[config.mk]
export PLATFORM = sky130hd
export DESIGN_NAME = alu_issue_ctrl
export DESIGN_NICKNAME = d
export VERILOG_FILES = /design/src/rtl/alu_issue_ctrl.sv
export SDC_FILE = /design/constraint.sdc
export NUM_CORES = 1
export LEC_CHECK = 0
export CELL_PAD_IN_SITES_DETAIL_PLACEMENT = 0
export CELL_PAD_IN_SITES_GLOBAL_PLACEMENT = 2
export CORE_ASPECT_RATIO = 2
export CORE_UTILIZATION = 25
export CTS_CLUSTER_SIZE = 40
export DETAILED_ROUTE_END_ITERATION = 10
export PLACE_DENSITY_LB_ADDON = 0.1
export SETUP_SLACK_MARGIN = 0.3
export SYNTH_ARGS = -nofsm -noshare
export SYNTH_HDL_FRONTEND = slang
export SYNTH_SLANG_ARGS = --single-unit
[constraint.sdc]
create_clock -name clk -period 2.3 [get_ports clk]
set_clock_uncertainty 0.2 [all_clocks]
set_input_delay 0.46 -clock clk [delete_from_list [all_inputs] [get_ports clk]]
set_output_delay 0.46 -clock clk [all_outputs]
set_load 0.01 [all_outputs]
[src/rtl/alu_issue_ctrl.sv]
// alu_issue_ctrl: sequential initiator for the datapath ALU.
// Accepts one request at a time, decodes it to an ALU opcode, drives registered
// operands, waits LAT cycles for the ALU to settle, then returns a single
// registered response (data, flag, err) over a valid/ready handshake.
//
// Ports:
//   clk, rst_n                     clock, async active-low reset
//   req_valid/req_ready            request handshake (req_ready registered)
//   req_op, req_a, req_b           operation code and operands
//   alu_op, alu_a, alu_b           registered opcode/operands to the ALU
//   alu_result, alu_zero           ALU outputs, sampled at capture
//   rsp_valid/rsp_ready            response handshake (rsp_valid registered)
//   rsp_data, rsp_flag, rsp_err    response payload
module alu_issue_ctrl #(
    parameter int unsigned WIDTH = 64,
    parameter int unsigned LAT   = 1
) (
    input  logic             clk,
    input  logic             rst_n,
    input  logic             req_valid,
    output logic             req_ready,
    input  logic [3:0]       req_op,
    input  logic [WIDTH-1:0] req_a,
    input  logic [WIDTH-1:0] req_b,
    output logic [2:0]       alu_op,
    output logic [WIDTH-1:0] alu_a,
    output logic [WIDTH-1:0] alu_b,
    input  logic [WIDTH-1:0] alu_result,
    input  logic             alu_zero,
    output logic             rsp_valid,
    input  logic             rsp_ready,
    output logic [WIDTH-1:0] rsp_data,
    output logic             rsp_flag,
    output logic             rsp_err
);

    localparam int unsigned CNT_W = 4;

    localparam logic [3:0] OP_BNE = 4'd6;
    localparam logic [3:0] OP_SLT = 4'd7;

    typedef enum logic [1:0] {
        IDLE = 2'd0,
        EXEC = 2'd1,
        RESP = 2'd2
    } stateE;

    stateE            state,      stateNext;
    logic [3:0]       opQ,        opNext;
    logic [2:0]       aluOpQ,     aluOpNext;
    logic [WIDTH-1:0] aluAQ,      aluANext;
    logic [WIDTH-1:0] aluBQ,      aluBNext;
    logic [CNT_W-1:0] cntQ,       cntNext;
    logic             reqReadyQ,  reqReadyNext;
    logic             rspValidQ,  rspValidNext;
    logic [WIDTH-1:0] rspDataQ,   rspDataNext;
    logic             rspFlagQ,   rspFlagNext;
    logic             rspErrQ,    rspErrNext;

    logic             sltFlag;

    // Request opcode to ALU opcode; branches and SLT all use subtract.
    function automatic logic [2:0] decodeOp(input logic [3:0] op);
        case (op)
            4'd0:    decodeOp = 3'b000;
            4'd1:    decodeOp = 3'b001;
            4'd2:    decodeOp = 3'b010;
            4'd3:    decodeOp = 3'b011;
            4'd4:    decodeOp = 3'b100;
            default: decodeOp = 3'b001;
        endcase
    endfunction

    // Signed less-than from the latched operands and a - b; opposite signs
    // decide directly from A's sign so subtract overflow cannot mislead.
    assign sltFlag = (aluAQ[WIDTH-1] != aluBQ[WIDTH-1]) ? aluAQ[WIDTH-1]
                                                        : alu_result[WIDTH-1];

    // State register and all registered outputs.
    always_ff @(posedge clk or negedge rst_n) begin
        if (!rst_n) begin
            state     <= IDLE;
            opQ       <= 4'd0;
            aluOpQ    <= 3'b000;
            aluAQ     <= '0;
            aluBQ     <= '0;
            cntQ      <= '0;
            reqReadyQ <= 1'b1;
            rspValidQ <= 1'b0;
            rspDataQ  <= '0;
            rspFlagQ  <= 1'b0;
            rspErrQ   <= 1'b0;
        end else begin
            state     <= stateNext;
            opQ       <= opNext;
            aluOpQ    <= aluOpNext;
            aluAQ     <= aluANext;
            aluBQ     <= aluBNext;
            cntQ      <= cntNext;
            reqReadyQ <= reqReadyNext;
            rspValidQ <= rspValidNext;
            rspDataQ  <= rspDataNext;
            rspFlagQ  <= rspFlagNext;
            rspErrQ   <= rspErrNext;
        end
    end

    // Next-state and next-output logic.
    always_comb begin
        stateNext   = state;
        opNext      = opQ;
        aluOpNext   = aluOpQ;
        aluANext    = aluAQ;
        aluBNext    = aluBQ;
        cntNext     = cntQ;
        rspDataNext = rspDataQ;
        rspFlagNext = rspFlagQ;
        rspErrNext  = rspErrQ;

        case (state)
            IDLE: begin
                if (req_valid && reqReadyQ) begin
                    opNext = req_op;
                    if (!req_op[3]) begin
                        aluOpNext = decodeOp(req_op);
                        aluANext  = req_a;
                        aluBNext  = req_b;
                        cntNext   = CNT_W'(LAT);
                        stateNext = EXEC;
                    end else begin
                        // Illegal op: ALU operands stay untouched.
                        rspDataNext = '0;
                        rspFlagNext = 1'b0;
                        rspErrNext  = 1'b1;
                        stateNext   = RESP;
                    end
                end
            end
            EXEC: begin
                if (cntQ <= CNT_W'(1)) begin
                    cntNext    = '0;
                    rspErrNext = 1'b0;
                    if (opQ == OP_SLT) begin
                        rspFlagNext = sltFlag;
                        rspDataNext = WIDTH'(sltFlag);
                    end else if (opQ == OP_BNE) begin
                        rspFlagNext = !alu_zero;
                        rspDataNext = alu_result;
                    end else begin
                        rspFlagNext = alu_zero;
                        rspDataNext = alu_result;
                    end
                    stateNext = RESP;
                end else begin
                    cntNext = cntQ - CNT_W'(1);
                end
            end
            RESP: begin
                if (rsp_ready) begin
                    stateNext = IDLE;
                end
            end
            default: stateNext = IDLE;
        endcase

        reqReadyNext = (stateNext == IDLE);
        rspValidNext = (stateNext == RESP);
    end

    assign req_ready = reqReadyQ;
    assign alu_op    = aluOpQ;
    assign alu_a     = aluAQ;
    assign alu_b     = aluBQ;
    assign rsp_valid = rspValidQ;
    assign rsp_data  = rspDataQ;
    assign rsp_flag  = rspFlagQ;
    assign rsp_err   = rspErrQ;

endmodule

# Yosys cells after proc, flatten, opt, wreduce, memory -nomap -nowiden
# Index checks and enable logic that the tools add are counted.
[totals] in_bits=201 memories=0 ff_bits=209 output_inout_bits=199 rom_bits=0 latch_bits=0 mem_bits_rw=0
[op_classes] n_div=0 multipliers=0 bitwise_logic=1 n_reduce_logical=10 n_addsub=1 muxes=26 n_shift=0 order_cmp=1 n_eq_ne=13
[op_table] operator="2-to-1 mux 64 bit" count=4
[op_table] operator="one-hot mux 64 bit (2 select lines)" count=1
[op_table] operator="== test 4 x 3 -> 1 bit (second input constant)" count=3
[op_table] operator="2-to-1 mux 4 bit" count=3
[op_table] operator="one-hot mux 3 bit (4 select lines)" count=1
[op_table] operator="2-to-1 mux 1 bit" count=9
[op_table] operator="== test 4 x 2 -> 1 bit (second input constant)" count=2
[op_table] operator="2-to-1 mux 2 bit" count=4
[op_table] operator="inequality test 2 bit (second input constant)" count=4
[op_table] operator="one-hot mux 4 bit (2 select lines)" count=1
[op_table] operator="one-hot mux 2 bit (3 select lines)" count=1
[op_table] operator="AND reduction 3 bit" count=2
[op_table] operator="== test 2 bit (second input constant)" count=2
[op_table] operator="<= comparator 4 x 1 -> 1 bit (second input constant)" count=1
[op_table] operator="logical NOT 2 bit" count=2
[op_table] operator="logical NOT 4 bit" count=1
[op_table] operator="one-hot mux 1 bit (2 select lines)" count=2
[op_table] operator="AND reduction 4 bit" count=1
[op_table] operator="subtractor 4 x 1 -> 4 bit (second input constant)" count=1
[op_table] operator="== test 2 x 1 -> 1 bit (second input constant)" count=1
[op_table] operator="AND reduction 2 bit" count=1
[op_table] operator="nonzero test 2 bit" count=1
[op_table] operator="logical AND 1 bit" count=1
[op_table] operator="logical NOT 1 bit" count=1
[op_table] operator="2 further kinds" count=2

# Logic depth before layout (Yosys ltp)
# Gate-level depths: netlist of run 1.
[logic_depth] ltp_word=5 ltp_mapped=8 ltp_nobuf=6

# Worst setup path after synthesis of run 1
# Ideal clock, no wire load.
[synth_path] path_type="register to register" startpoint="reg reqReadyQ, in the netlist req_ready" endpoint="reg aluAQ[57], in the netlist alu_a[57]" required_time_ps=1975 setup_ps=125 path_stages_with_launch=8 setup_slack_ps=171 period_less_slack_ps=2129 arrival_time_ps=1805 cell_sequence="dfstp_2 > nor4bb_1 > buf_2 > and2b_1 > buf_4 > buf_8 > buf_6 > mux2_2"
[synth_between] elab_chain_cells=2
[synth_rtl] item="start: declaration" line="54" text="logic reqReadyQ, reqReadyNext;"
[synth_rtl] item="start signal: assignment" line="100" text="reqReadyQ <= reqReadyNext;"
[synth_rtl] item="logical AND 1 bit" line="122" text="if (req_valid && reqReadyQ) begin"
[synth_rtl] item="AND reduction 3 bit (no line)"
[synth_rtl] item="end signal: assignment" line="97" text="aluAQ <= aluANext;"
[synth_rtl] item="end: declaration" line="51" text="logic [WIDTH-1:0] aluAQ, aluANext;"
# No other way between the ends.
# A chain may end at the register's enable or synchronous reset.

# Worst setup path after layout of run 1
[layout_path] startpoint="reg reqReadyQ, in the netlist req_ready" endpoint="reg aluBQ[53], in the netlist alu_b[53]"
[layout_between] elab_chain_cells=2
[layout_rtl] item="logical AND 1 bit" line="122"
[layout_rtl] item="AND reduction 3 bit (no line)"
[layout_rtl] item="end signal: assignment" line="98" text="aluBQ <= aluBNext;"
[layout_rtl] item="end: declaration" line="52" text="logic [WIDTH-1:0] aluBQ, aluBNext;"
# No other way between the ends.

==> flow_summary.toml, run 1 <==
[run_status]
run_status = "complete, no violations"

[timing]
layout_min_cycle_time_ns = 2.118
worst_pin_slew_ns = 0.5339
setup_viol = 0
postLayoutSetupSlackWorst_ns = 0.1816
timing_hold_violations_final = 0
fin_setup_tns_ns = 0
maxSlewViolCount = 0
fin_crit_sh_pct = 92.10
timing.fmax_mhz = 472.1
rsz0062_at_grt = "yes"
relSlewSlack_pct = 64.19

[logic_synthesis]
synth_edf_count = 0
cell_variety_after_synth = 37
synth_area_per_cell_um2 = 12.94
postSynth.topFlopCell = "dfrtp_1"
synth.ff_latch_count = 209
yosys_warnings = 0
synth_common_cells = "208 x dfrtp_1, 123 x mux2_2, 66 x nand3_1, 65 x nand2_1, 51 x o21ai_0"
synth.area.top_cells = "dfrtp_1 63%, mux2_2 17%, nand3_1 4.0%"
netlist_instances = 635
syn_area_um2 = 8217
synth_top_cell_area_share_pct = 63.35
synth_sequential_area_ratio_pct = 63.67
synth_fp_nets = 838
synth.most_common_cell = "dfrtp_1"
synth_async_sr_flop_share_pct = 100.0
synth_largest_area_cell = "dfrtp_1"

[global_route]
first_global_vias = 7100
use_met3_pct = 4.149
grt.total_usage_pct = 18.10
grt_util_met2_pct = 35.31
grt_overflow_total = 0
use_met1_pct = 18.24
grt_first_pass_wirelength_um = 45090
pin_count_of_the_biggest_net_entering_global_routing = 69
antenna_found_initial = 3
top_usage_layer = "met2"

[worst_setup_path]
timing.critical_path.slowest_stage_cell = "dfstp_2"
crit_type = "reg2reg"
critPathRequiredTime_ns = 2.50
critical_path.n_buffers_inverters = 4
critical_path.endpoint_type = "flip-flop"
setup.reg_to_reg.worst_slack_ns = 0.18
cpPeakStageDelay_ns = 0.54
timing.critical_path.max_delay_family = "buffers and inverters"
reg2reg_end = "alu_b[53]$_DFFE_PN0P_"
worst_r2r_path_depth = 7
timing.critical_path.cells = "nor4bb_4, buf_4, and2b_4, buf_12, clkbuf_16, buf_12, mux2_2"
worst_setup_path_start_kind = "flip-flop"
crit_fanout = 5
crit_top_cell = "buf_12"
cp_data_arrival_time_ns = 2.32
r2r-start = "req_ready$_DFF_PN1_"

[power]
power.switching_mw = 6.092
leakage_nw = 6.843
power.share.sequential_pct = 34.3
clockPowerShare_pct = 19.1
power_density_nw_per_um2 = 1230
switching_share_pct = 33.43
intPower_mw = 12.13
worst_ir_drop_vdd_uv = 529.2
comb_power_share_pct = 46.5

[drt]
route.final.wire_length_um = 32910
routed-via-count = 6789
drcViolationCount = 0
vias_per_cell = 4.458
drtAntennaViolNets = 0
detail_route.iter0.violations = 175
drtPass1Iterations = 4
routed_wire_length_per_instance_um = 21.61

[placed_design]
dp.cells = 1445
buffer_ports.inserted = 399
routabilityCongestion = 0.7281
dp_hpwl_um = 21290
detailedPlace.worstSlack_ns = -0.3413

[clock_network]
cts_sinks = 209
cts_tree = "yes"
worst_skew_pair.late_latency_ns = 0.51
cts_htree_levels = 1
cts.root.buffer_cell = "clkbuf_16"
cts-root-to-sink-buffers = 3
tritoncts_buffer_count = 23
clkTransAtPathRegs_ns = 0.06

[final_layout]
instances_no_fill = 1523
area_growth_syn_to_layout_pct = 80.33
layout.filler_cells = 3139
layout-drive-gt1-share_pct = 25.16
final_core_utilization_pct = 45.97
final_nets = 1287

[die]
core.rowCount = 93
die-area_um2 = 33640
area_of_the_core_region_um2 = 32230
io-pin-count = 400
chipWidth_um = 130.2
initial_core_util_pct = 25.49
die_height_um = 258.4

[job]
drv_cap = 0

[min_path]
worst_hold_path_type = "in2async"
==> per-layer routing <==
layer,part of all wire (%),up-vias
met5,0,-
met4,2.0,0
met3,6.8,38
met2,58,258
met1,34,3391
li1,-,3102
==> state kept, by name, indices dropped and copies added, names as in the netlist <==
signal and cells:
cntQ 4, rsp_valid 1, state 2, alu_a 64, rsp_err 1, alu_b 64, opQ 4, rsp_data 64
req_ready 1, alu_op 3, rsp_flag 1
==> cell type report <==
class,instances,area [µm²],share of cell area [%]
multi-input combinational,373,3273,22.09
sequential,209,5233,35.32
timing repair buffer,470,5064,34.18
clock buffer,32,669.4,4.518
clock inverter,2,10.01,0.06756
inverter,7,26.28,0.1773
antenna,3,7.507,0.05067
tap,427,534.3,3.606
==> cells in the final DEF, fill, tap and decap left out, types with 2 or more instances in the layout <==
| cell | n |
|---|---|
| clkdlybuf4s50_1 | 199 |
| buf_12 | 21 |
| clkbuf_1 | 3 |
| mux2_2 | 20 |
| o31ai_1 | 2 |
| dfrtp_1 | 207 |
| o21ai_1 | 34 |
| nand3b_1 | 4 |
| o21ai_2 | 30 |
| o21ai_0 | 4 |
| inv_1 | 7 |
| dlygate4sd2_1 | 199 |
| buf_16 | 11 |
| buf_4 | 12 |
| mux2_4 | 109 |
| diode_2 | 3 |
| nor2_1 | 9 |
| buf_8 | 6 |
| a31oi_1 | 2 |
| a21oi_1 | 2 |
| nand2b_1 | 3 |
| nand2_1 | 63 |
| buf_6 | 8 |
| nand2_2 | 2 |
| clkbuf_16 | 36 |
| clkbuf_8 | 6 |
| nand3_1 | 66 |
| nor2b_1 | 2 |
| clkinv_2 | 2 |
==> what timing repair did <==
item                       4_1_cts  5_1_grt
buffers inserted                10        8
gates cloned                     8       14
hold endpoints to repair        46        0
setup endpoints to repair      395      198
hold buffers                     1        0
resized for setup              266      158
pin swaps                        3        3
==> power groups by stage <==
stage                     sequential (mW)  combinational (mW)  clock, mW
after floorplan                      7.05                2.33          0
after CTS                            6.24                7.46       3.64
after global placement               6.28                7.88          0
after detailed placement             6.34                7.92          0
after global routing                 6.49                9.07       3.76
final                                6.26                8.48       3.49
==> worst max-delay path by stage <==
stage	start	cells past startpoint	end	slack (ns)
5_1_grt	req_ready$_DFF_PN1_	7	alu_b[46]$_DFFE_PN0P_	0.10
3_3_place_gp	req_valid	6	alu_a[33]$_DFFE_PN0P_	-0.40
6_report	req_ready$_DFF_PN1_	7	alu_b[53]$_DFFE_PN0P_	0.18
2_1_floorplan	req_ready$_DFF_PN1_	7	alu_a[57]$_DFFE_PN0P_	0.24
4_1_cts	req_ready$_DFF_PN1_	7	alu_b[53]$_DFFE_PN0P_	0.14
3_5_place_dp	req_valid	7	alu_b[7]$_DFFE_PN0P_	-0.34
==> through the flow <==
| step | area (µm²) | power (mW) | hold slack [ns] |
|---|---|---|---|
| floorplan | 8228 | 9.379 | -0.03559 |
| global placement | 12900 | 14.16 | 0.2386 |
| detailed placement | 12900 | 14.26 | 0.2389 |
| CTS | 13950 | 17.33 | 0.2556 |
| global route | 14820 | 19.32 | 0.2784 |
| finish | 14820 | 18.23 | 0.2583 |
==> cell families (layout without fill, tap and decap cells) <==
group	after synthesis	in the layout	share of synthesized area [%]
AO/OA/AOI/OAI	82	82	5.360
adder cells (fa/ha/maj)	3	3	0.4263
buffers and inverters	53	511	3.761
flip-flops	209	209	63.67
multiplexers	131	131	17.94
other	0	3	0
AND/OR/NAND/NOR	157	157	8.847
Note: power is estimated with default switching activity, not from simulation.
==> inputs of run 2 (changes only) <==
==> constraint.sdc (replaced) <==
create_clock -name clk -period 2.1 [get_ports clk]
set_clock_uncertainty 0.2 [all_clocks]
set_input_delay 0.42 -clock clk [delete_from_list [all_inputs] [get_ports clk]]
set_output_delay 0.42 -clock clk [all_outputs]
set_load 0.01 [all_outputs]
==> flow_summary.toml, run 2 (synthesized netlist as in run 1, its figures left out) <==
[drt]
drtAntennaViolNets = 0
detail_route.iter0.violations = 122
drcViolationCount = 0
vias_per_cell = 4.344
routed-via-count = 6525
drtPass1Iterations = 4
routed_wire_length_per_instance_um = 20.77
route.final.wire_length_um = 31200

[global_route]
grt.total_usage_pct = 17.58
pin_count_of_the_biggest_net_entering_global_routing = 64
grt_first_pass_wirelength_um = 43580
grt_overflow_total = 0
first_global_vias = 6962
antenna_found_initial = 3

[timing]
setup_viol = 5
fin_setup_tns_ns = -0.02912
fin_crit_sh_pct = 100.3
layout_min_cycle_time_ns = 2.106
timing.fmax_mhz = 474.7
postLayoutSetupSlackWorst_ns = -0.006408
maxSlewViolCount = 0
timing_hold_violations_final = 0
rsz0062_at_grt = "yes"
relSlewSlack_pct = 71.93
worst_pin_slew_ns = 0.4174

[power]
power_density_nw_per_um2 = 1359
comb_power_share_pct = 45.6
intPower_mw = 13.11
leakage_nw = 6.289
design_power_total_mw = 19.40
power.switching_mw = 6.285
clockPowerShare_pct = 19.1
switching_share_pct = 32.40
power.share.sequential_pct = 35.4
worst_ir_drop_vdd_uv = 613.8

[die]
io-pin-count = 400
area_of_the_core_region_um2 = 32230
die-area_um2 = 33640
core.rowCount = 93
initial_core_util_pct = 25.49
chipWidth_um = 130.2
die_height_um = 258.4

[min_path]
worst_hold_path_type = "in2async"

[placed_design]
buffer_ports.inserted = 399
routabilityCongestion = 0.7123
dp_hpwl_um = 20750
post_dp_cell_area_um2 = 12820

[final_layout]
layout-drive-gt1-share_pct = 24.44
postLayoutCellArea_um2 = 14270
layout.cells.most_common_list = "248 x clkdlybuf4s50_1, 208 x dfrtp_1, 80 x mux2_2"
final_core_utilization_pct = 44.26
layout.filler_cells = 3157
layout_commonest_cell = "clkdlybuf4s50_1"
area_growth_syn_to_layout_pct = 73.64
final_nets = 1265

[worst_setup_path]
crit_fanout = 5
timing.critical_path.slowest_stage_cell = "dfstp_2"
critical_path.endpoint_type = "flip-flop"
critical_path_depth = 7
crit_top_cell = "buf_4"
critical_path.n_buffers_inverters = 4
cp_data_arrival_time_ns = 2.29
worst_r2r_path_depth = 7
cpPeakStageDelay_ns = 0.54
timing.critical_path.max_delay_family = "buffers and inverters"
timing.critical_path.cells = "nor4bb_4, buf_4, and2b_4, buf_4, buf_12, clkbuf_16, mux2_2"
critPathRequiredTime_ns = 2.28
crit_type = "reg2reg"
worst_setup_path_start_kind = "flip-flop"

[clock_network]
tritoncts_buffer_count = 21
cts_sinks = 209
worst_skew_pair.late_latency_ns = 0.51
cts_htree_levels = 1
cts_tree = "yes"
clkTransAtPathRegs_ns = 0.06
cts-root-to-sink-buffers = 3
cts.root.buffer_cell = "clkbuf_16"

[job]
drv_cap = 0

[run_status]
failed_checks = "setup timing"
run_status = "finished, violations left"
==> run 2: cell types whose count changed in the layout (fill, tap and decap cells not counted), sizes merged <==
cell           change
dlygate4sd2      -198
clkdlybuf4s15    +111
clkdlybuf4s50     +49
dlymetal6s2s      +30
buf                -9
clkbuf             -8
bufbuf             +3
bufinv             +1
clkinv             -1
clkinvlp           +1
==> run 2: layer usage <==
layer  GRT usage [%]  vias to the layer above  wire, µm
met4           5.136                        0       522
li1                -                     3049         -
met3           4.831                       26      2529
met2           34.40                      258     17530
met5               0                        -         0
met1           17.34                     3192     10620
==> run 2: worst paths after layout <==
kind | start | to | slack (ns)
max in group asynchronous | rst_n | alu_a[20]$_DFFE_PN0P_ | 0.81
min reg2reg | alu_a[62]$_DFFE_PN0P_ | alu_a[62]$_DFFE_PN0P_ | 0.29
max reg2reg | req_ready$_DFF_PN1_ | alu_b[49]$_DFFE_PN0P_ | -0.006
min in group clk | alu_result[31] | rsp_data[31]$_DFFE_PN0P_ | 0.24
max | req_ready$_DFF_PN1_ | alu_b[49]$_DFFE_PN0P_ | -0.006
min | rst_n | alu_a[58]$_DFFE_PN0P_ | 0.20
==> run 2: through the flow <==
step | hold WS [ns] | setup WS, ns | std cells
2_1_floorplan | -0.07559 | 0.03809 | 635
3_3_place_gp | 0.1345 | -0.5860 | 1441
6_report | 0.2020 | -0.006408 | 1502
3_5_place_dp | 0.1319 | -0.6381 | 1441
4_1_cts | 0.1999 | -0.05056 | 1487
5_1_grt | 0.2151 | -0.1117 | 1502
==> run 2: area by class of cell <==
type / instances / area [µm²] / share of cell area (%)
Inverter: 7 / 26.28 / 0.1842
Sequential cell: 209 / 5231 / 36.67
Timing Repair Buffer: 450 / 4916 / 34.46
Clock inverter: 3 / 42.54 / 0.2982
Clock buffer: 30 / 599.3 / 4.201
Antenna cell: 3 / 7.507 / 0.05262
Tap cell: 427 / 534.3 / 3.745
Multi-Input combinational cell: 373 / 2910 / 20.40
==> run 2: what timing repair did <==
item                                    CTS  global route
setup buffers                             7             3
hold buffers                              1             0
endpoints found under the hold margin   145             0
gates resized for setup                 330            91
gates cloned                              5             9
endpoints found under the setup margin  407           342
pin swaps                                 1             0
==> run 2: power by group through the flow <==
stage | Combinational [mW] | Sequential [mW] | Clock [mW]
3_3_place_gp | 8.58 | 6.87 | 0
5_1_grt | 9.52 | 7.13 | 3.98
3_5_place_dp | 8.63 | 6.94 | 0
6_report | 8.84 | 6.86 | 3.70
4_1_cts | 8.61 | 6.88 | 3.87
2_1_floorplan | 2.56 | 7.72 | 0
